<file path="src/rtl/fifo_read_ctrl.sv">
// fifo_read_ctrl: read-domain pointer and flag controller of a dual-clock FIFO.
// Optional feature macro: FIFO_RD_UNDERFLOW_EN (registered read-while-empty pulse).
module fifo_read_ctrl #(
    parameter int ADDR_W          = 3,
    parameter int ALMOST_EMPTY_TH = 1
) (
    input  logic              rclk,
    input  logic              rrst_n,
    input  logic              rd_enable_fifo,
    input  logic [ADDR_W:0]   g_wr_ptr,
    output logic              empty,
    output logic              almost_empty,
    output logic              rd_fire,
    output logic [ADDR_W-1:0] rd_addr,
    output logic [ADDR_W:0]   rd_count,
    output logic [ADDR_W:0]   b_rd_ptr,
    output logic [ADDR_W:0]   g_rd_ptr,
    output logic [ADDR_W:0]   g_wr_ptr_sync,
    output logic              underflow
);

    localparam logic [ADDR_W:0] AE_TH   = (ADDR_W+1)'(ALMOST_EMPTY_TH);
    localparam logic [ADDR_W:0] PTR_ONE = {{ADDR_W{1'b0}}, 1'b1};

    function automatic logic [ADDR_W:0] gray2bin(input logic [ADDR_W:0] g);
        logic [ADDR_W:0] b;
        b[ADDR_W] = g[ADDR_W];
        for (int i = ADDR_W - 1; i >= 0; i--) begin
            b[i] = b[i+1] ^ g[i];
        end
        return b;
    endfunction

    function automatic logic [ADDR_W:0] bin2gray(input logic [ADDR_W:0] b);
        return b ^ (b >> 1'b1);
    endfunction

    logic [ADDR_W:0] sync1_r;
    logic [ADDR_W:0] g_wr_sync_r;
    logic [ADDR_W:0] b_rd_ptr_r;
    logic [ADDR_W:0] g_rd_ptr_r;
    logic [ADDR_W:0] b_rd_next_s;
    logic [ADDR_W:0] rd_count_s;
    logic            empty_s;
    logic            rd_fire_s;

    // Occupancy, empty and read-acceptance decode from the synchronised write pointer
    always_comb begin
        rd_count_s  = gray2bin(g_wr_sync_r) - b_rd_ptr_r;
        empty_s     = (g_rd_ptr_r == g_wr_sync_r);
        b_rd_next_s = b_rd_ptr_r + PTR_ONE;
        if (rd_enable_fifo && !empty_s) begin
            rd_fire_s = 1'b1;
        end else begin
            rd_fire_s = 1'b0;
        end
    end

    // Two-flop synchroniser for the write-domain Gray pointer
    always_ff @(posedge rclk or negedge rrst_n) begin
        if (!rrst_n) begin
            sync1_r     <= '0;
            g_wr_sync_r <= '0;
        end else begin
            sync1_r     <= g_wr_ptr;
            g_wr_sync_r <= sync1_r;
        end
    end

    // Binary and Gray read pointers advance together so the Gray copy never lags
    always_ff @(posedge rclk or negedge rrst_n) begin
        if (!rrst_n) begin
            b_rd_ptr_r <= '0;
            g_rd_ptr_r <= '0;
        end else if (rd_fire_s) begin
            b_rd_ptr_r <= b_rd_next_s;
            g_rd_ptr_r <= bin2gray(b_rd_next_s);
        end else begin
            b_rd_ptr_r <= b_rd_ptr_r;
            g_rd_ptr_r <= g_rd_ptr_r;
        end
    end

`ifdef FIFO_RD_UNDERFLOW_EN
    logic underflow_r;

    // One-cycle pulse flagging a request made while nothing was readable
    always_ff @(posedge rclk or negedge rrst_n) begin
        if (!rrst_n) begin
            underflow_r <= 1'b0;
        end else begin
            underflow_r <= rd_enable_fifo & empty_s;
        end
    end

    assign underflow = underflow_r;
`else
    assign underflow = 1'b0;
`endif

    assign empty         = empty_s;
    assign almost_empty  = (rd_count_s <= AE_TH);
    assign rd_fire       = rd_fire_s;
    assign rd_addr       = b_rd_ptr_r[ADDR_W-1:0];
    assign rd_count      = rd_count_s;
    assign b_rd_ptr      = b_rd_ptr_r;
    assign g_rd_ptr      = g_rd_ptr_r;
    assign g_wr_ptr_sync = g_wr_sync_r;

endmodule

</file>
<file path="config.mk">
export PLATFORM = sky130hd
export DESIGN_NAME = fifo_read_ctrl
export DESIGN_NICKNAME = d
export VERILOG_FILES = /design/src/rtl/fifo_read_ctrl.sv
export SDC_FILE = /design/constraint.sdc
export NUM_CORES = 1
export LEC_CHECK = 0
export CORE_MARGIN = 8
export CORE_UTILIZATION = 45
export DETAILED_ROUTE_END_ITERATION = 10
export GPL_ROUTABILITY_DRIVEN = 0
export GPL_TIMING_DRIVEN = 0
export PLACE_DENSITY = 0.82
export SYNTH_ARGS = -nofsm -noshare
export SYNTH_HDL_FRONTEND = slang
export SYNTH_SLANG_ARGS = --single-unit
</file>
<file path="constraint.sdc">
create_clock -name rclk -period 7.1 [get_ports rclk]
set_input_delay 1.42 -clock rclk [delete_from_list [all_inputs] [get_ports rclk]]
set_output_delay 1.42 -clock rclk [all_outputs]
set_load 0.02 [all_outputs]
</file>
Word-level counts from Yosys, hierarchy flattened:

Cells that the tools add are included.

* flip-flop bits (word level): 16
* memories kept: 0
* bits in latches: 0
* bits of input ports: 7
* output and inout bits: 23
* memory bits (read-only): 0
* word-level logic and storage cells: 15
* bits in writable memories: 0

* bitwise operators: 4
* order comparisons: 1
* divide/modulo/power cells: 0
* $mul: 0
* reduce and logical (&&, ||, !) cells: 2
* equality and inequality tests: 1
* shift-type cells: 0
* mux-type cells: 1
* add/sub/neg operators: 2

Operators by type and width (count)
* $add A4 B1 Y4 const B: 1
* $eq A4 B4 Y1: 1
* $le A4 B1 Y1 const B: 1
* $sub A4 B4 Y4: 1
* $xor A4 B3 Y4: 1
* $xor A1 B1 Y1: 3
* $logic_and A1 B1 Y1: 1
* $logic_not A1 Y1: 1
* $mux W1: 1

Logic depth before layout (Yosys ltp):

Gate-level depths: netlist of run 1.

* depth after elaboration: 5
* gate-level depth with buffers: 8
* gate-level depth less buffers: 8

Least setup slack after synthesis of run 1:

Ideal clock, no wire load.

* path kind: flip-flop to output port
* start: register g_wr_sync_r[3], in the netlist g_wr_ptr_sync[3]
* end: output almost_empty
* data required time: 5680 ps
* setup slack: 3153 ps
* cell stages (with the launch flop): 8
* data arrival time: 2527 ps
* path buffers: 0
* path through: dfrtp_1 > xor2_1 > xnor2_1 > xor2_1 > ha_1 > fa_1 > xnor2_1 > a211oi_1

* word-level cells in the longest chain between the ends: 5

Ends and longest elaborated chain
* start, declared: RTL line 39 `logic [ADDR_W:0] g_wr_sync_r;`
* start signal, assigned: RTL line 66 `g_wr_sync_r <= sync1_r;`
* $xor A1 B1 Y1 (*): RTL line 29 `b[i] = b[i+1] ^ g[i];`
* $xor A1 B1 Y1 (2 in series): RTL line 29
* $sub A4 B4 Y4 (*): RTL line 49 `rd_count_s = gray2bin(g_wr_sync_r) - b_rd_ptr_r;`
* via rd_count[2]: RTL line 15 `output logic [ADDR_W:0] rd_count,`
* $le A4 B1 Y1 (*): RTL line 102 `assign almost_empty = (rd_count_s <= AE_TH);`
* end, declared: RTL line 12 `output logic almost_empty,`

Mark *: on every way through the listed nets, which the timed path passes. The rest lies on a longest branch.

Worst setup path in the final report of run 1:

* start: register g_wr_sync_r[3], in the netlist g_wr_ptr_sync[3]
* end: output almost_empty

* word-level cells in the longest chain between the ends: 5

Ends and longest elaborated chain (RTL line)
* $xor A1 B1 Y1 (3 in series): 29
* $sub A4 B4 Y4 (*): 49
* $le A4 B1 Y1 (*): 102

Mark *: on every way between the ends. The rest lies on a longest branch, timed or not.

==> run metrics, run 1 <==
data arrival time of the critical path=2.98 ns; Post-Route WL=1.60 mm; initial core utilization=~47%; fmax=227 MHz; Inserted Diodes=0; fin nets=115; first-pass GRT wire length=about 2.5 mm; DR WL/cell=13.4 um; initial antenna violation count=0; Core Region=1690 um2; All-Layer GR Usage=10.0%; post-cts gate resize count=0; Final Skew=0.00392 ns; vias in the first global route=528; post-route setup slack=2.70 ns; vias per inst=4.74; fin crit period=4.40 ns; HP Class=flop to flop; CTS Hold Bufs=0; Crit Reg-Reg Endpoint=b_rd_ptr[1]; CTS tree=yes; Unique masters post-synth=21; CTS H-Tree Depth=1; WHS Path Cells=0; Finished Layout Cells=119; Worst Min Path Start=sync1_r[3]; drt pass-1 iters=2; # Max-Cap Violations=0; LEAKAGE=0.507 nW; total gr overflow=0; Synth Warn #=0; Port-buffer cells=28; # DRC=0; Num CTS Buffers=3; worst r2r path cells=4; flop-to-flop setup slack=approximately 5.3 ns; Synth Register Bits=15; final slew viol count=0; Vias=564; Peak VDD IR=between 0.3 and 0.4 mV; Hold Crit Endpoint=g_wr_ptr_sync[3]; Flop pwr share=24.4%; pre-CTS WS=2.89 ns; Die H=57.8 um; Slew Limit Headroom=58.3%; CTS clk-pin slew, worst paths=0.07 ns; Post-CTS Setup Inserts=0; chip width=57.8 um; First DRT Iteration DRCs=8; Layout area overhead=41.7%; worst reg2reg startpoint=g_rd_ptr[3]; Mapped Avg Cell Area=11.2 um2; clk_lat worst skew=between 0.2 and 0.3 ns; Final period util=62.0%; Rows=15; CTS sink cnt=15; busiest layer in global routing=met2; placed insts=approximately 120; unrepaired setup endpoints after global routing=no; Worst Tran Pin Value=~0.62 ns; P_sw=0.250 mW; DP Wirelength=~1.3 mm; IO Count=30; PD cells=between 500 and 600 nW/um2; Max Fanout on Critical Path=3; Synth Cell Area=787 um2; FILL cells=between 100 and 150; Mapped Cells=70; Startpoint Class=flop; Final Setup Violations=0; M2 GR Usage=15.3%; Fin. Hold Viols=0; die area=3340 um2; Worst EP required=5.68 ns; clock root cell=clkbuf_4; Clk pwr share=7.8%; Comb power frac=67.7%; outcome=completed; post-route setup TNS=0 ns; switching part of the total power=42.9%; largest net degree at the start of global routing=16; Seq/Total Area, Yosys=47.7%; Worst Setup End Kind=output pin; M1 GR Usage=10.3%; layout cells sized above 1=11.8%; met3 GRT Util=4.64%; Setup Crit Path Kind=flop to output pin; DRT antenna net count=0; Synth Net Count=82; Internal=0.333 mW; worst hold slack=between 0.3 and 0.4 ns; Clock Tree Buf Depth=2
==> metrics by stage <==
step | utilization [%] | area [um2] | total power [mW]
2_1_floorplan | - | 787 | 0.382
3_3_place_gp | 64.4 | 1090 | 0.532
3_5_place_dp | 64.4 | 1090 | 0.544
4_1_cts | 66.0 | 1110 | 0.591
5_1_grt | 66.0 | 1110 | 0.623
6_report | 66.0 | 1110 | 0.583
==> kinds of logic (layout without fill, tap and decap cells) <==
group | count (synthesis) | in the layout | share of synthesized area (%)
AOI/OAI and AO/OA | 7 | 7 | 6.68
DFF | 15 | 15 | 47.7
adders and majority gates | 5 | 5 | 8.90
xor gates and xnor gates | 16 | 16 | 17.8
buffers and inverters | 14 | 46 | 10.0
other | 1 | 1 | 0.476
muxes | 1 | 1 | 1.91
and+or+nand+nor | 11 | 11 | 6.52
==> Yosys cell counts <==
cell	n	share of area (%)
dfrtp_1	15	48
inv_1	8	3.8
xnor2_1	8	8.9
xor2_1	8	8.9
buf_4	5	4.8
nand2_1	5	2.4
ha_1	4	6.4
o21ai_0	4	2.5
a211oi_1	1	0.95
a21o_2	1	1.1
and2_1	1	0.80
buf_6	1	1.4
conb_1	1	0.48
fa_1	1	2.5
mux2_4	1	1.9
nand3_1	1	0.64
nor2_1	1	0.48
nor2b_1	1	0.80
nor3_1	1	0.64
nor4_1	1	0.80
o41ai_2	1	2.1
==> power groups by stage <==
| stage | logic (mW) | registers (mW) | clock network [mW] |
|---|---|---|---|
| global placement | 0.388 | 0.144 | 0 |
| detailed placement | 0.399 | 0.144 | 0 |
| CTS | 0.401 | 0.143 | 0.0476 |
| finish | 0.395 | 0.142 | 0.0457 |
| global route | 0.424 | 0.147 | 0.0510 |
| floorplan | 0.217 | 0.165 | 0 |
==> worst max path at each step <==
stage / start / endpoint / slack, ns / depth (start not counted)
after floorplan: g_wr_ptr_sync[3] / almost_empty / 3.15 / 7
after global placement: rd_enable_fifo / rd_fire / 2.89 / 5
after detailed placement: rd_enable_fifo / rd_fire / 2.89 / 5
after CTS: g_wr_ptr_sync[3] / almost_empty / 2.65 / 8
after global routing: g_wr_ptr_sync[3] / almost_empty / 2.46 / 9
final: g_wr_ptr_sync[3] / almost_empty / 2.70 / 8
==> layout by cell type, fill, tap and decap left out, drive strengths merged <==
master,instances
conb,1
nor3,1
a211oi,1
o41ai,1
xnor2,8
a21o,1
and2,1
inv,8
nand3,1
fa,1
clkbuf,4
dfrtp,15
buf,6
xor2,8
clkdlybuf4s50,28
nor2,1
ha,4
nor4,1
o21ai,4
nand2,5
mux2,1
nor2b,1
==> worst max-delay path, cell delays in order, from the launching register on <==
cell,delay (ns)
dfrtp_1,0.42
xor2_1,0.20
xnor2_1,0.35
xor2_1,0.12
ha_1,0.23
fa_1,0.38
xnor2_1,0.15
a211oi_1,0.21
clkdlybuf4s50_1,0.64
==> registers in the layout (all words and copies together), names as in the netlist <==
name,cells
g_wr_ptr_sync,4
sync1_r,4
b_rd_ptr,3
g_rd_ptr,4
==> per-layer routing <==
layer	vias up	wire length, um
li1	280	-
met5	-	0
met1	261	662
met3	4	128
met4	0	49
met2	19	756
==> area by class of cell <==
type | instances | area, um2 | area share, %
timing repair buffer | 28 | 280 | 25.1
tap | 17 | 21.3 | 1.91
inverter | 8 | 30.0 | 2.69
buffer | 6 | 48.8 | 4.38
multi-input combinational | 41 | 333 | 29.9
sequential | 15 | 375 | 33.7
clock buffer | 4 | 26.3 | 2.36
No activity file was read; power rests on OpenSTA's default activity.
==> run 2, diff against run 1 <==
- CORE_UTILIZATION: 45 -> 38
- PLACE_DENSITY: 0.82 -> 0.74
- clock period: 7.1 -> 4 ns (I/O delays scaled with it)
==> run metrics, run 2 (same netlist as run 1, synthesis figures left out) <==
initial antenna violation count=0; Highest Signal Layer=met4; most frequent cells in the layout=28 x clkdlybuf4s50_1, 15 x dfrtp_1, 8 x inv_1, 8 x xor2_1, 7 x xnor2_1; Internal=0.590 mW; post-cts gate resize count=0; Post-Route WL=1.59 mm; layout cells sized above 1=a little over an eighth; vias per inst=4.43; post-layout util=57.9%; total gr overflow=0; clk_lat worst skew=0.29 ns; IO Count=30; Layout area overhead=44.4%; # Max-Cap Violations=0; Vias=571; Worst Tran Pin Value=0.640 ns; P_sw=0.444 mW; CTS Hold Bufs=0; chip width=61.5 um; unrepaired setup endpoints after global routing=no; metal3 WL=95 um; CTS H-Tree Depth=1; Worst Setup End Kind=output pin; # DRC=0; DRT antenna net count=0; Setup Crit Path Kind=flop to output pin; worst hold slack=0.364 ns; outcome=completed; PD cells=910 nW/um2; Max Fanout on Critical Path=3; largest net degree at the start of global routing=16; CTS tree=yes; Inserted Diodes=0; Fin. Hold Viols=0; Startpoint Class=flop; Final Cell Area=between 1000 and 1500 um2; clock root cell=clkbuf_4; fin crit period=3.73 ns; vias in the first global route=595; HP Class=flop to flop; Post-CTS Setup Inserts=0; data arrival time of the critical path=2.93 ns; placed insts=approximately 130; Worst Min Path Start=sync1_r[1]; first-pass GRT wire length=approximately 2.4 mm; post-route setup TNS=0 ns; final slew viol count=0; cell area after placement=1100 um2; Slew Limit Headroom=57.2%; Final Setup Violations=0; pre-CTS WS=roughly 0.5 ns; Crit Reg-Reg Endpoint=b_rd_ptr[1]; die area=3780 um2; CTS sink cnt=15; Clk pwr share=under 10%; post-route setup slack=0.269 ns; Final Skew=0.00662 ns; metal1 wirelength=between 600 and 700 um; flop-to-flop setup slack=about 2.2 ns; Hold Crit Endpoint=g_wr_ptr_sync[1]; Clock Tree Buf Depth=2; First DRT Iteration DRCs=11; All-Layer GR Usage=8.59%; Comb power frac=67.3%; switching part of the total power=43.0%; Rows=16; Port-buffer cells=28; Flop pwr share=24.4%; worst reg2reg startpoint=g_rd_ptr[3]; DP Wirelength=1.33 mm; Peak VDD IR=0.416 mV; Die H=roughly 62 um; initial core utilization=40.1%; Num CTS Buffers=3; fmax=268 MHz; worst r2r path cells=4; most common cell after layout, fill and taps aside=clkdlybuf4s50_1; drt pass-1 iters=3; LEAKAGE=about 0.52 nW; Finished Layout Cells=129; WL met2=812 um; WHS Path Cells=0; DR WL/cell=12.3 um; Worst EP required=3.20 ns; fin nets=115; total power=1.03 mW; Core Region=1960 um2; Final period util=93.3%; CTS clk-pin slew, worst paths=~0.090 ns
==> run 2: cell types whose count changed in the layout (fill, tap and decap cells not counted) <==
| cell | change |
|---|---|
| xnor2_1 | -1 |
| clkinv_2 | +1 |
| xnor2_2 | +1 |
| clkbuf_1 | -1 |
==> run 2: critical path: stages (launching register included) <==
cell and delay [ns]:
dfrtp_1 0.42, xor2_1 0.31, xnor2_2 0.15, xor2_1 0.16
ha_1 0.23, fa_1 0.38, xnor2_1 0.15, a211oi_1 0.21
clkdlybuf4s50_1 0.64
==> run 2: cell type report <==
type,instances,area (um2)
Multi-Input combinational cell,41,340
Tap cell,27,33.8
Timing Repair Buffer,28,280
Inverter,8,30.0
Buffer,6,48.8
Clock buffer,3,22.5
Clock inverter,1,5.00
Fill cell,187,826
Sequential cell,15,375
==> run 2: power by group through the flow <==
| stage | clock [mW] | sequential (mW) | combinational (mW) |
|---|---|---|---|
| CTS | 0.0889 | 0.254 | 0.707 |
| finish | 0.0861 | 0.252 | 0.695 |
| global route | 0.0951 | 0.261 | 0.751 |
| detailed placement | 0 | 0.257 | 0.705 |
| global placement | 0 | 0.255 | 0.689 |
| floorplan | 0 | 0.293 | 0.386 |
==> run 2: worst max-delay path by stage <==
stage                     start      endpoint  slack, ns
2_1_floorplan  g_wr_ptr_sync[3]  almost_empty       0.67
3_3_place_gp   g_wr_ptr_sync[3]  almost_empty       0.53
3_5_place_dp   g_wr_ptr_sync[3]  almost_empty       0.49
4_1_cts        g_wr_ptr_sync[3]  almost_empty       0.16
5_1_grt        g_wr_ptr_sync[3]  almost_empty       0.06
6_report       g_wr_ptr_sync[3]  almost_empty       0.27
==> run 2: per-layer routing <==
layer	vias to the layer above	GRT usage, %
met5	-	0
met4	0	5.84
met3	2	1.04
met2	19	15.8
met1	270	8.75
li1	280	-
